$ cat src/rtl/conv_window_ctrl.sv
// Window sequencer for one 2x2 convolution neuron over a raster-scanned 8-bit image.
// Optional build macro CONV_CTRL_RELU_EN clamps negative neuron results to zero before the FIFO.
module conv_window_ctrl #(
  parameter int IMG_W      = 8,
  parameter int IMG_H      = 8,
  parameter int NRN_LAT    = 1,
  parameter int FIFO_DEPTH = 4
) (
  input  logic        clk,
  input  logic        rst_n,
  input  logic        start,
  input  logic [31:0] kernel_in,
  input  logic        pix_valid,
  output logic        pix_ready,
  input  logic [7:0]  pix_data,
  output logic [31:0] nrn_kernel,
  output logic [31:0] nrn_pixels,
  input  logic [7:0]  nrn_result,
  output logic        res_valid,
  input  logic        res_ready,
  output logic [7:0]  res_data,
  output logic        busy,
  output logic        done
);

  localparam int CLW = $clog2(IMG_W);
  localparam int RW  = $clog2(IMG_H);
  localparam int CW  = $clog2(FIFO_DEPTH + 1);
  localparam int PL  = NRN_LAT + 1;

  typedef enum logic [1:0] {S_IDLE, S_STREAM, S_DRAIN} state_t;

  state_t          r_state;
  state_t          w_state_next;
  logic [CLW-1:0]  r_col;
  logic [RW-1:0]   r_row;
  logic [7:0]      r_line [IMG_W];
  logic [7:0]      r_prev;
  logic [7:0]      r_diag;
  logic [31:0]     r_kernel;
  logic [31:0]     r_pixels;
  logic [PL-1:0]   r_pipe;
  logic [7:0]      r_fifo [FIFO_DEPTH];
  logic [CW-1:0]   r_count;

  logic            w_accept;
  logic            w_last_col;
  logic            w_last_row;
  logic            w_issue;
  logic            w_push;
  logic            w_pop;
  logic            w_pipe_empty;
  logic            w_done;
  logic [7:0]      w_line_rd;
  logic [7:0]      w_wr_data;
  logic [CW:0]     w_inflight;
  logic [CW:0]     w_occ;
  logic [PL-1:0]   w_pipe_next;
  logic [7:0]      w_above [FIFO_DEPTH];
  int              w_wr_idx;

  assign w_accept     = pix_valid && pix_ready;
  assign w_last_col   = (r_col == CLW'(IMG_W - 1));
  assign w_last_row   = (r_row == RW'(IMG_H - 1));
  assign w_issue      = w_accept && (r_row != '0) && (r_col != '0);
  assign w_push       = r_pipe[PL-1];
  assign w_pop        = res_valid && res_ready;
  assign w_pipe_empty = (r_pipe == '0);
  assign w_line_rd    = r_line[r_col];
  assign w_wr_idx     = w_pop ? int'(r_count) - 1 : int'(r_count);

`ifdef CONV_CTRL_RELU_EN
  assign w_wr_data = nrn_result[7] ? 8'h00 : nrn_result;
`else
  assign w_wr_data = nrn_result;
`endif

  // Occupancy counts windows still in the neuron so the FIFO can never overflow.
  always_comb begin
    w_inflight = '0;
    for (int i = 0; i < PL; i++) begin
      w_inflight = w_inflight + (CW+1)'(r_pipe[i]);
    end
    w_occ = (CW+1)'(r_count) + w_inflight;
  end

  assign pix_ready = (r_state == S_STREAM) && (w_occ < (CW+1)'(FIFO_DEPTH));

  always_ff @(posedge clk or negedge rst_n) begin
    if (!rst_n) r_state <= S_IDLE;
    else        r_state <= w_state_next;
  end

  always_comb begin
    w_state_next = r_state;
    w_done       = 1'b0;
    case (r_state)
      S_IDLE:   if (start) w_state_next = S_STREAM;
      S_STREAM: if (w_accept && w_last_row && w_last_col) w_state_next = S_DRAIN;
      S_DRAIN: begin
        if (w_pipe_empty && (r_count == '0)) begin
          w_state_next = S_IDLE;
          w_done       = 1'b1;
        end
      end
      default:  w_state_next = S_IDLE;
    endcase
  end

  // r_diag trails the line buffer by one column, giving the top-left tap.
  always_ff @(posedge clk or negedge rst_n) begin
    if (!rst_n) begin
      r_kernel <= '0;
      r_pixels <= '0;
      r_prev   <= '0;
      r_diag   <= '0;
      r_col    <= '0;
      r_row    <= '0;
    end else begin
      if ((r_state == S_IDLE) && start) begin
        r_kernel <= kernel_in;
        r_col    <= '0;
        r_row    <= '0;
      end
      if (w_accept) begin
        r_prev <= pix_data;
        r_diag <= w_line_rd;
        if (w_last_col) begin
          r_col <= '0;
          r_row <= w_last_row ? '0 : r_row + 1'b1;
        end else begin
          r_col <= r_col + 1'b1;
        end
        if (w_issue) r_pixels <= {r_diag, w_line_rd, r_prev, pix_data};
      end
    end
  end

  always_ff @(posedge clk) begin
    if (w_accept) r_line[r_col] <= pix_data;
  end

  genvar gi;
  generate
    for (gi = 0; gi < PL; gi++) begin : g_pipe
      if (gi == 0) begin : g_head
        assign w_pipe_next[gi] = w_issue;
      end else begin : g_tail
        assign w_pipe_next[gi] = r_pipe[gi-1];
      end
    end
    for (gi = 0; gi < FIFO_DEPTH; gi++) begin : g_above
      if (gi < FIFO_DEPTH - 1) begin : g_mid
        assign w_above[gi] = r_fifo[gi+1];
      end else begin : g_top
        assign w_above[gi] = 8'h00;
      end
    end
  endgenerate

  always_ff @(posedge clk or negedge rst_n) begin
    if (!rst_n) r_pipe <= '0;
    else        r_pipe <= w_pipe_next;
  end

  // Shift FIFO: entry 0 is the head and slots at or above r_count always hold zero.
  always_ff @(posedge clk or negedge rst_n) begin
    if (!rst_n) begin
      for (int i = 0; i < FIFO_DEPTH; i++) r_fifo[i] <= 8'h00;
      r_count <= '0;
    end else begin
      for (int i = 0; i < FIFO_DEPTH; i++) begin
        if (w_push && (i == w_wr_idx)) r_fifo[i] <= w_wr_data;
        else if (w_pop)                r_fifo[i] <= w_above[i];
      end
      case ({w_push, w_pop})
        2'b10:   r_count <= r_count + 1'b1;
        2'b01:   r_count <= r_count - 1'b1;
        default: r_count <= r_count;
      endcase
    end
  end

  assign res_valid  = (r_count != '0);
  assign res_data   = r_fifo[0];
  assign nrn_kernel = r_kernel;
  assign nrn_pixels = r_pixels;
  assign busy       = (r_state != S_IDLE);
  assign done       = w_done;

endmodule

$ cat config.mk
export PLATFORM = sky130hd
export DESIGN_NAME = conv_window_ctrl
export DESIGN_NICKNAME = d
export VERILOG_FILES = /design/src/rtl/conv_window_ctrl.sv
export SDC_FILE = /design/constraint.sdc
export NUM_CORES = 1
export LEC_CHECK = 0
export ABC_CLOCK_PERIOD_IN_PS = 2900
export BUFFER_PORTS_ARGS = -buffer_cell sky130_fd_sc_hd__buf_2
export CAP_MARGIN = 30
export CORE_MARGIN = 4
export CORE_UTILIZATION = 56
export DETAILED_ROUTE_END_ITERATION = 7
export GPL_TIMING_DRIVEN = 0
export PLACE_DENSITY = 0.79
export SYNTH_ARGS = -nofsm -noshare
export SYNTH_HDL_FRONTEND = slang
export SYNTH_SLANG_ARGS = --single-unit
$ cat constraint.sdc
create_clock -name clk -period 2.9 [get_ports clk]
set_input_delay 0.145 -clock clk [delete_from_list [all_inputs] [get_ports clk]]
set_output_delay 0.145 -clock clk [all_outputs]
set_load 0.02 [all_outputs]
; Word-level counts from Yosys, hierarchy flattened
; Memory sizes are Yosys's and may differ from the RTL's.
; Index checks and enable logic that the tools add are counted.
[totals]
latchBits = 0
ram_bits = 64
output_inout_bits = 76
romBits = 0
register_bits = 125
memories = 1
[memory_table]
columns = name, words, word_bits, rd, rd_ports_with_merged_regs, write_ports, line
row1 = r_line, 8, 8, 1, 0, 1, 37  ; logic [7:0] r_line [IMG_W];
[op_classes]
n_shift = 0
n_addsub = 7
magnitude_cmp = 1
n_reduce_logical = 29
n_div = 0
multipliers = 0
n_mux = 25
n_eq_ne = 12
bitwise = 0
[op_table]
columns = operator, n
row1 = $eq 3x32->1 const A, 2
row2 = $mux 8, 8
row3 = $eq 2x32->1 const A, 1
row4 = $logic_not 32->1, 1
row5 = $mux 32, 1
row6 = $mux 3, 7
row7 = $reduce_bool 2->1, 7
row8 = $logic_and 1x1->1, 13
row9 = $add 3x1->3 const B, 3
row10 = $reduce_bool 3->1, 3
row11 = $eq 3x3->1 const B, 2
row12 = $mux 2, 3
row13 = $pmux 2 s3, 1
row14 = $pmux 3 s2, 1
row15 = $add 3x2->4, 1
row16 = $eq 2x1->1 const B, 2
row17 = $eq 2x2->1 const B, 2
row18 = $logic_not 2->1, 2
row19 = $lt 4x3->1 const B, 1
row20 = $mux 1, 4
row21 = $ne 2x2->1 const B, 2
row22 = $sub 3x1->4 const B, 1
row23 = $logic_not 3->1, 1
row24 = $reduce_and 3->1, 1
row25 = other kinds (4), 4

; Longest topological paths before layout
[depth]
ltp_word = 9
mapped_depth = 13
mapped_depth_nobuf = 11

; Worst setup path after synthesis
; Ideal clock, no wire load.
[synth_timing]
kind = register to register
start = register r_count[0]
end = memory r_line[0][0], enable pin
path_slack_ps = 239
t_arrival_ps = 2266
period_less_slack_ps = 2661
path_buffers = 1
stages_incl_launch_ff = 7
cell_sequence = dfrtp_1 > ha_1 > a21o_1 > a21oi_2 > nand3_2 > clkbuf_1 > nor4_1
[synth_via]
elab_chain_len = 6
[synth_lines]
columns = element, line
row1 = from (decl), 44  ; logic [CW-1:0] r_count;
row2 = from (signal assigned), 177  ; 2'b10: r_count <= r_count + 1'b1;
row3 = from (signal assigned), 178  ; 2'b01: r_count <= r_count - 1'b1;
row4 = from (signal assigned), 179  ; default: r_count <= r_count;
row5 = $add 3x2->4, 84  ; w_occ = (CW+1)'(r_count) + w_inflight;
row6 = $lt 4x3->1, 87  ; assign pix_ready = (r_state == S_STREAM) && (w_occ < (CW+1)'(FIFO_DEPTH));
row7 = $logic_and 1x1->1, 87
row8 = $logic_and 1x1->1, 62  ; assign w_accept = pix_valid && pix_ready;
row9 = $mux 1, 140  ; if (w_accept) r_line[r_col] <= pix_data;
row10 = $mux 1 (not written as such), 140
row11 = to (decl), 37
; Every way passes these cells.

; Worst setup path after layout
[layout_timing]
start = register r_count[0]
end = memory r_line[3][2], enable pin
; The elaborated chain is that of the path after synthesis.

==> impl_results.md <==
* Dominant synthesized flop cell: dfrtp_1
* Die area at between 15000 and 20000 µm²
* Gr usage total at 22.1%
* Pwr dens at ~950 nW/µm²
* # diodes at 0
* Ports at ~130
* Min Hold Slack at around 0.004 ns
* Yosys top cell area share at approximately 40%
* Die X at around 130 µm
* Routed wire length at 16900 µm
* Final clock skew at between 0.005 and 0.006 ns
* Final worst path period share at between 90% and 100%
* Vias in the first global route at ~5400
* Leakage at 4.47 nW
* Clock Latency Late Sink at about 0.43 ns
* Post-DRT Antenna Nets at 0
* CTS HTree Levels at 4
* Sink Count at 189
* # DRC at 0
* Worst Setup Start Kind: flop
* Fraction of layout cells with a size suffix above 1 at 37.9%
* Seq/Total Area, Yosys at between 60 and 70%
* Final setup viols at 0
* Vias per cell at between 5 and 6
* Design area at between 9000 and 10000 µm²
* Internal reg-to-reg setup slack at around 0.11 ns
* Critical Path RT at 3.04 ns
* Largest net degree at the start of global routing at roughly 110
* Clk buf depth at 2
* DP HPWL at 11500 µm
* Average cell area after synthesis at approximately 15 µm²
* IO Port Bufs at approximately 130
* Post-Syn Nets at between 600 and 700
* Synthesized cell area at slightly below 8000 µm²
* Worst min path class: input pin to flop
* First-pass GRT wire length at about 28000 µm
* Fmax at 0.358 GHz
* Status: finished clean
* Critical Path AT at 2.93 ns
* Row Count at between 40 and 50
* Number of cells on the worst reg-to-reg path at 7
* Max incr delay on CP at 0.48 ns
* Total CTS buffers at 17
* Layout net count at 800
* #FFs+latches synth at around 190
* WS Path Type: flop to flop
* Max-slew headroom at a little under half
* Via count at 5076
* Post-CTS Setup Bufs at 0
* Clock slew at reported path FFs at 0.07 ns
* Fin. max-slew vios at 0
* Crit end category: flop
* Reg area at ~5100 µm²
* Core Area at 13800 µm²
* Synth area leader: dfrtp_1
* Starting density of the core at approximately 57%
* Placer Congestion at slightly below 0.8
* Die height at 127 µm
* Final min period at around 2.8 ns
* Worst Max-Slew Pin Slew at 0.791 ns
* Share of flip-flops with an asynchronous set or reset at 66.1%
* End of the worst register-to-register path: r_line[3][2]$_DFFE_PP_
* CTS tree: built
* Remaining Overflow, GRT at 0
* Drt initial violations at ~350
* Number of flops mapped to enable cells by yosys at between 60 and 70
* Worst Setup SP: r_count[0]$_DFFE_PN0P_
* Max Cap Viol at 0
* FILL cells at just under 900
* Root buffer cell: clkbuf_16
* Antenna violations before repair at 0
* Synth-to-layout area growth at 25.6%
* Critical path cell sequence: ha_1 > a21o_1 > a21oi_2 > nand3_2 > clkbuf_1 > nor3_2 > buf_4
* Peak supply drop at around 0.72 mV
* DR pass1 iterations at 6
* Synth area leaders: dfrtp_1 (40%), edfxtp_1 (24%), mux2_2 (7.9%)
* Ys Warns at 0
* Slowest CP cell: dfrtp_2
* RSZ-0062 raised after global routing: true
* DP Area at slightly below 9000 µm²
* Synth cell types at 50
* Avg WL per Cell at around 18 µm
* Multi-input logic area at between 2000 and 3000 µm²
* Endpoints failing hold at 0
* CP Capture Point: r_line[3][2]$_DFFE_PP_
* Post-synthesis cell count at between 500 and 600
* Crit Path Max Fanout at 10
* Worst r2r src: r_count[0]$_DFFE_PN0P_
==> stage by stage <==
stage	TNS [ns]	worst slack (ns)	instances	util, %	total power [W]
detailed placement	-0.385	-0.0747	856	64.1	0.00707
global route	-0.0594	-0.0292	929	71.7	0.00990
global placement	-17.26	-0.645	848	63.3	0.00688
floorplan	0	0.239	540	-	0.00602
CTS	0	0.0307	929	71.4	0.00940
finish	0	0.108	929	71.7	0.00939
==> cell usage in the layout, fill, tap and decap left out, types with 6 or more instances in the layout <==
cell	n
a21oi_1	9
buf_2	138
buf_4	15
clkbuf_1	6
clkbuf_16	19
dfrtp_1	123
dlygate4sd3_1	41
edfxtp_1	64
ha_1	10
inv_1	23
inv_6	6
mux2_2	55
mux2i_1	49
mux4_2	16
nand2_1	72
nor2_1	13
o21ai_0	11
o31ai_1	6
==> Yosys cell counts, drive strengths merged, types with 3 or more instances <==
cell	count
nor2	13
ha	10
buf	25
nor4	4
edfxtp	64
a21oi	10
nor3	8
dfrtp	125
clkbuf	7
nand3	4
o31ai	6
nand2	73
mux4	16
nand2b	3
inv	24
mux2i	49
o21ai	12
and2	3
mux2	60
==> sequential cells by signal, indices dropped and copies added, names as in the netlist <==
name / cells
nrn_kernel: 32
r_row: 3
r_count: 3
r_fifo: 24
r_line: 64
nrn_pixels: 32
res_data: 8
r_col: 3
r_diag: 8
r_state: 2
r_pipe: 2
r_prev: 8
==> repair_timing <==
| item | CTS | global route |
|---|---|---|
| hold buffers | 41 | 0 |
| endpoints found under the setup margin | 6 | 22 |
| gates resized for setup | 2 | 9 |
| hold endpoints to repair | 176 | 0 |
==> power breakdown <==
group          switching [W]  internal [W]  total [W]  leakage (nW)
combinational        0.00193       0.00138    0.00331          2.02
clock                0.00103       0.00123    0.00226         0.286
sequential          0.000366       0.00345    0.00381          2.16
total                0.00332       0.00606    0.00939          4.47
==> cell type report <==
class | instances | area share [%]
plain buffers | 32 | 1.97
clock buffers | 19 | 4.80
clock inverters | 13 | 1.17
inverters | 24 | 0.909
multi-input cells | 295 | 26.4
flip-flops and latches | 189 | 51.0
well taps | 180 | 2.27
repair buffers | 177 | 11.5
==> worst max-delay path: cells and delay by family (launching register included) <==
family | cells | cell delay [ns]
and+or+nand+nor | 2 | 0.72
buffers and inverters | 2 | 0.63
DFF | 1 | 0.48
AOI/OAI and AO/OA | 2 | 0.37
adders and majority gates | 1 | 0.30
==> cells by family after synthesis <==
group                      synth area share (%)
AOI/OAI and AO/OA                          4.23
xor gates and xnor gates                  0.333
adders and majority gates                  1.84
buffers and inverters                      3.60
DFF                                        64.0
muxes                                      19.3
and+or+nand+nor                            6.63
==> routing by layer <==
layer,routed length (µm),global-route usage [%],part of all wire (%)
met1,6890,28.0,41
met2,8700,37.4,51
met3,913,4.84,5.4
met4,425,8.90,2.5
met5,0,0,0
==> how the worst min path moves through the flow <==
stage	start	end	slack [ns]	cells after the start
final	nrn_result[3]	res_data[3]$_DFFE_PN0P_	0.004	3
after global routing	nrn_result[3]	res_data[3]$_DFFE_PN0P_	0.01	3
after CTS	nrn_result[1]	r_fifo[9]$_DFFE_PN0P_	0.002	3
after detailed placement	rst_n	r_count[0]$_DFFE_PN0P_	-0.0005	1
after global placement	kernel_in[27]	nrn_kernel[27]$_DFFE_PN0P_	0.38	2
after floorplan	rst_n	nrn_kernel[0]$_DFFE_PN0P_	-0.15	0
(Power assumes the default switching activity.)
